==> config.mk <==
export PLATFORM = sky130hd
export DESIGN_NAME = button_conditioner
export DESIGN_NICKNAME = d
export VERILOG_FILES = /design/src/rtl/button_conditioner.sv
export SDC_FILE = /design/constraint.sdc
export NUM_CORES = 1
export LEC_CHECK = 0
export BUFFER_PORTS_ARGS = -buffer_cell sky130_fd_sc_hd__buf_2
export CAP_MARGIN = 20
export CORE_ASPECT_RATIO = 1.25
export CORE_MARGIN = 3
export CORE_UTILIZATION = 49
export DETAILED_ROUTE_END_ITERATION = 7
export PLACE_DENSITY = 0.64
export SYNTH_ARGS = -nofsm -noshare
export SYNTH_HDL_FRONTEND = slang
export SYNTH_SLANG_ARGS = --single-unit
export TNS_END_PERCENT = 5
==> constraint.sdc <==
create_clock -name clk -period 5.7 [get_ports clk]
set_clock_uncertainty 0.05 [all_clocks]
set_input_delay 0.285 -clock clk [delete_from_list [all_inputs] [get_ports clk]]
set_output_delay 0.285 -clock clk [all_outputs]
set_load 0.05 [all_outputs]
==> src/rtl/button_conditioner.sv <==
// button_conditioner: per-channel synchroniser, counter debouncer, level and
// edge-pulse outputs for front-panel buttons and switches.
// Optional auto-repeat pulses are built only when BTN_AUTOREPEAT_EN is defined;
// otherwise btn_repeat is tied low and no repeat logic exists.
module button_conditioner #(
    parameter int unsigned CHANNELS        = 5,
    parameter int unsigned SYNC_STAGES     = 2,
    parameter int unsigned DEBOUNCE_CYCLES = 100000,
    parameter int unsigned REPEAT_DELAY    = 50000000,
    parameter int unsigned REPEAT_PERIOD   = 10000000
) (
    input  logic                clk,
    input  logic                rst,
    input  logic [CHANNELS-1:0] btn_raw,
    output logic [CHANNELS-1:0] btn_level,
    output logic [CHANNELS-1:0] btn_nlevel,
    output logic [CHANNELS-1:0] btn_rise,
    output logic [CHANNELS-1:0] btn_fall,
    output logic [CHANNELS-1:0] btn_repeat
);

    // Counter holds 0..DEBOUNCE_CYCLES-1 and never wraps.
    localparam int unsigned CNT_W = $clog2(DEBOUNCE_CYCLES + 1);
    localparam logic [CNT_W-1:0] CNT_LAST = CNT_W'(DEBOUNCE_CYCLES - 1);

`ifdef BTN_AUTOREPEAT_EN
    localparam int unsigned RPT_MAX = (REPEAT_DELAY > REPEAT_PERIOD) ? REPEAT_DELAY : REPEAT_PERIOD;
    localparam int unsigned RCNT_W  = $clog2(RPT_MAX + 1);
    localparam logic [RCNT_W-1:0] RD_LAST = RCNT_W'(REPEAT_DELAY - 1);
    localparam logic [RCNT_W-1:0] RP_LAST = RCNT_W'(REPEAT_PERIOD - 1);

    typedef enum logic {
        PH_DELAY  = 1'b0,
        PH_PERIOD = 1'b1
    } phase_e;
`endif

    // Inverted level is a pure function of the registered level.
    assign btn_nlevel = ~btn_level;

    for (genvar i = 0; i < CHANNELS; i++) begin : g_ch
        logic [SYNC_STAGES-1:0] sync_q;
        logic [CNT_W-1:0]       cnt_q;
        logic [CNT_W-1:0]       cnt_d;
        logic                   level_q;
        logic                   level_d;
        logic                   rise_q;
        logic                   rise_d;
        logic                   fall_q;
        logic                   fall_d;
        logic                   s;

        assign s = sync_q[SYNC_STAGES-1];

        // Debounce decision: count consecutive disagreeing cycles, flip on the last.
        always_comb begin
            cnt_d   = '0;
            level_d = level_q;
            rise_d  = 1'b0;
            fall_d  = 1'b0;
            if (s != level_q) begin
                if (cnt_q == CNT_LAST) begin
                    level_d = s;
                    rise_d  = s;
                    fall_d  = ~s;
                end else begin
                    cnt_d = cnt_q + CNT_W'(1);
                end
            end
        end

        // Synchroniser chain and debounce state registers.
        always_ff @(posedge clk) begin
            if (rst) begin
                sync_q  <= '0;
                cnt_q   <= '0;
                level_q <= 1'b0;
                rise_q  <= 1'b0;
                fall_q  <= 1'b0;
            end else begin
                sync_q  <= {sync_q[SYNC_STAGES-2:0], btn_raw[i]};
                cnt_q   <= cnt_d;
                level_q <= level_d;
                rise_q  <= rise_d;
                fall_q  <= fall_d;
            end
        end

        assign btn_level[i] = level_q;
        assign btn_rise[i]  = rise_q;
        assign btn_fall[i]  = fall_q;

`ifdef BTN_AUTOREPEAT_EN
        phase_e            phase_q;
        phase_e            phase_d;
        logic [RCNT_W-1:0] rcnt_q;
        logic [RCNT_W-1:0] rcnt_d;
        logic              rep_q;
        logic              rep_d;

        // Repeat FSM: keyed on the next level so a fall edge never emits a pulse.
        always_comb begin
            phase_d = phase_q;
            rcnt_d  = rcnt_q;
            rep_d   = 1'b0;
            if (!level_d) begin
                phase_d = PH_DELAY;
                rcnt_d  = '0;
            end else if (rise_d) begin
                rep_d   = 1'b1;
                phase_d = PH_DELAY;
                rcnt_d  = '0;
            end else begin
                case (phase_q)
                    PH_DELAY: begin
                        if (rcnt_q == RD_LAST) begin
                            rep_d   = 1'b1;
                            phase_d = PH_PERIOD;
                            rcnt_d  = '0;
                        end else begin
                            rcnt_d = rcnt_q + RCNT_W'(1);
                        end
                    end
                    PH_PERIOD: begin
                        if (rcnt_q == RP_LAST) begin
                            rep_d  = 1'b1;
                            rcnt_d = '0;
                        end else begin
                            rcnt_d = rcnt_q + RCNT_W'(1);
                        end
                    end
                    default: begin
                        phase_d = PH_DELAY;
                        rcnt_d  = '0;
                    end
                endcase
            end
        end

        // Repeat state register.
        always_ff @(posedge clk) begin
            if (rst) begin
                phase_q <= PH_DELAY;
                rcnt_q  <= '0;
                rep_q   <= 1'b0;
            end else begin
                phase_q <= phase_d;
                rcnt_q  <= rcnt_d;
                rep_q   <= rep_d;
            end
        end

        assign btn_repeat[i] = rep_q;
`endif
    end

`ifndef BTN_AUTOREPEAT_EN
    // Repeat timing parameters only fold into a constant here; the port stays low.
    localparam bit REPEAT_CFG_OK = (REPEAT_DELAY >= 1) && (REPEAT_PERIOD >= 1);
    assign btn_repeat = {CHANNELS{1'b0}} & {CHANNELS{REPEAT_CFG_OK}};
`endif

endmodule

== Word-level counts from Yosys, hierarchy flattened ==
Index checks and enable logic that the tools add are counted.

* Bits in registers: 110
* Input port bits: 7
* Logic and storage cells: 71
* Output and inout port bits: 25

* Bitwise logic cells: 16
* Reduce and logical (&&, ||, !) cells: 15
* Equality and inequality tests: 10
* Add/subtract/negate cells: 5

{| class="wikitable"
|+ Operators with widths
! operator !! number
|-
| adder 17 x 1 -> 17 bit, second input constant || 5
|-
| == test 17 bit, second input constant || 5
|-
| OR reduction 3 bit || 10
|-
| inverter 1 bit || 15
|-
| AND reduction 2 bit || 5
|-
| != test 1 bit || 5
|-
| inverter 5 bit || 1
|}

== Logic depth before layout (Yosys ltp) ==
* Depth in word-level cells: 3
* Gate-level depth with buffers: 7
* Gate-level depth less buffers: 5

== Worst setup path after synthesis ==
Ideal clock, no wire load.

* Path type: register -> register
* From: register g_ch[0].cnt_q[0]
* To: register g_ch[0].cnt_q[13]
* Arrival: 1.627 ns
* Data required time: 5.535 ns
* Stages on the path, launching flop included: 8
* Path buffers: 2
* Setup slack: 3.908 ns
* Cell sequence: dfxtp_1 ha_1 or4bb_1 nor4_4 nand2b_1 buf_6 buf_6 nor2_1

* Longest elaborated chain between the ends: 2

{| class="wikitable"
|+ RTL lines
! what !! RTL line !! text
|-
| from (decl) || 43 || <nowiki>logic [CNT_W-1:0] cnt_q;</nowiki>
|-
| from (signal assigned) || 82 || <nowiki>cnt_q <= cnt_d;</nowiki>
|-
| branches (longest 2 deep; another with adder 17 x 1 -> 17 bit) || -- ||
|}

Several ways; the timed one is not identified.
A chain may end at the register's enable or synchronous reset.

== Worst setup path in the final report ==
* From: register g_ch[0].cnt_q[0]
* To: register g_ch[0].cnt_q[3]

Same word-level chain as after synthesis.

==> impl_results.md <==
- Worst-path fanout max: 16
- Die extent in x: 94.5 um
- Worst path max stage delay: 0.58 ns
- Hold WC Path Type: in2reg
- Maximum vdd ir drop: 0.000210 V
- Register area share after synthesis: 45.9%
- 1st-pass router iterations: 6
- Core area: 0.00932 mm^2
- Nets: 550
- Post-synth ARST share: 0%
- Total track usage: 16.2%
- Hold buffers post-CTS: 0
- Worst path slowest cell: nand2b_1
- Placed instance count: 650
- CTS Buf Count: 9
- Number of DRC markers in iteration 0: 164
- Synthesized flop and latch total: 110
- WL per Instance: 12.4 um
- Slew @ Worst Pin: 0.658 ns
- Leak: 0.00165 uW
- Residual DRC: 0
- Pre-CTS setup slack: 3.56 ns
- Final GP Congestion: 0.828
- Port Buffers: 26
- Leading cell type in the layout, fill and taps excluded: dfxtp_1
- Largest net degree at the start of global routing: 26
- Max-cap violation count: 0
- Slew headroom: 56.1%
- Initial antenna violation count: 0
- FF+latch area: 0.00220 mm^2
- Share of cells above drive strength 1: 9.94%
- DRT antenna net count: 0
- Yosys Warn Count: 0
- Area of the multi-input gates: 0.00233 mm^2
- Sw Share: 19.5%
- Cell area after synthesis: 0.00480 mm^2
- Post-CTS setup buffers: 0
- Vias in the first global route: 3082
- P per Cell Area: 278 mW/mm^2
- Status: finished clean
- Worst hold slack: 0.104 ns
- Cells after Synth: 528
- Worst EP required: 5.85 ns
- Post-synth EDFFs: 0
- Post-route minimum period: 2.18 ns
- Clk slew on worst S/H paths: 0.07 ns
- PostCTS Resize Cnt: 0
- Clock Latency Late Sink: 0.34 ns
- Gate power share: 1.6%
- CTS tree: done
- Prevailing post-synth register cell: dfxtp_1
- Clk pwr share: 44.9%
- Clock Tree Buf Depth: 2
- Via density: 5.22
- I/O pin count: 32
- Delay-heaviest family, CP: simple AND/OR/NAND/NOR gates
- Root Buffer: clkbuf_16
- Peak Freq: 0.459 GHz
- Most frequent cells in the layout: dfxtp_1, nor2_1, xnor2_1, nand3_1, xor2_1
- Worst Setup Path Type: reg2reg
- Die area: 0.0110 mm^2
- Site Rows: 39
- Area grow syn2layout: 8.47%
- CP Data Arrival Time: 2.33 ns
- Internal cell power: 1170 uW
- H-tree lvl count: 3
- Final setup margin: 3.52 ns
- Final Slew Violations: 0
- Final WL: 8250 um
- CTS sink cnt: 110
- Period Utilization, post-route: 38.2%
- RSZ-0062 raised after global routing: no
- Antenna cells: 0
- Initial Util: 51.5%
- Congestion Overflow GR: 0
- CP Buf/Inv Count: 0
- Net Sw Power: 283 uW
- Via count: 3479
- Mapped Avg Cell Area: 9.09 um^2
- Worst-path cell chain: ha_1, or4bb_1, nor4_4, nand2b_1, nor2_1
- Fill count: 853
- First-pass GRT wire length: 14300 um
- Tot Pwr: 1450 uW
- DP Wirelength: 5780 um
- Critical path endpoint category: register
- Non-Filler Instances: 666
- Final setup viols: 0
- Die Y: 117 um
- Startpoint Class: register
- Cell variety after synth: 41
- TNS Setup: 0 ns
- Final Hold Fails: 0
- Reg power frac: 53.6%
kinds of logic (layout without fill, tap and decap cells):
| family | count (synthesis) | in the layout | synth area share [%] |
|---|---|---|---|
| flip-flops | 110 | 110 | 45.9 |
| adder cells (fa/ha/maj) | 5 | 5 | 1.30 |
| buffers and inverters | 51 | 62 | 5.99 |
| AND/OR/NAND/NOR | 266 | 266 | 30.5 |
| AO/OA/AOI/OAI | 20 | 20 | 2.40 |
| XOR/XNOR | 70 | 70 | 12.8 |
| other | 1 | 5 | 0.0781 |
| multiplexers | 5 | 5 | 1.04 |
registers in the layout, summed over array words and instances, names as in the netlist:
name,cells
g_ch.cnt_q,85
g_ch.sync_q,10
g_ch.fall_q,5
g_ch.level_q,5
g_ch.rise_q,5
worst paths after layout:
path                     startpoint                 to  slack [ns]  depth (start not counted)
hold / removal           btn_raw[4]  g_ch[4].sync_q[0]        0.10                          2
setup / recovery   g_ch[0].cnt_q[0]   g_ch[0].cnt_q[3]        3.52                          5
hold reg to reg   g_ch[4].sync_q[0]  g_ch[4].sync_q[1]        0.39                          1
setup reg to reg   g_ch[0].cnt_q[0]   g_ch[0].cnt_q[3]        3.52                          5
final cells by class:
type / count / area share [%]
Clock inverter: 3 / 0.769
Inverter: 20 / 1.44
Tap cell: 123 / 2.96
Multi-Input combinational cell: 371 / 44.7
Sequential cell: 110 / 42.3
Timing Repair Buffer: 26 / 2.50
Clock buffer: 13 / 5.38
Yosys cell counts, types with 6 or more instances:
master      n  area share (%)
a21oi_1     9            0.94
and4_1      9             1.6
buf_4      21             3.3
clkbuf_1    6            0.47
dfxtp_1   110              46
inv_1      20             1.6
nand2_1    24             1.9
nand2b_1    6            0.78
nand3_1    34             3.5
nand4_1    19             2.5
nor2_1     86             6.7
nor2b_1    12             1.6
nor3_1     14             1.5
nor4_1     17             2.2
o21ai_0     6            0.63
or3_1      10             1.3
xnor2_1    41             7.5
xor2_1     29             5.3
power by group through the flow:
stage	sequential, uW	clock, uW	combinational (uW)
after floorplan	792	0	22.0
after global placement	793	0	22.5
after detailed placement	793	0	22.8
after CTS	776	665	22.9
after global routing	776	695	25.4
final	776	650	22.8
through the flow:
stage	utilization, %	area, um^2
after floorplan	-	4820
after CTS	55.9	5210
after global routing	55.9	5210
after detailed placement	52.4	4890
after global placement	52.4	4890
final	55.9	5210
routing by layer:
layer	wire [um]	share of wire, %	vias to the layer above	global-route usage, %
li1	-	-	1808	-
met1	4090	50	1618	21.8
met2	3820	46	44	25.7
met3	218	2.6	9	3.09
met4	125	1.5	0	6.74
met5	0	0	-	0
(Power assumes the default switching activity.)
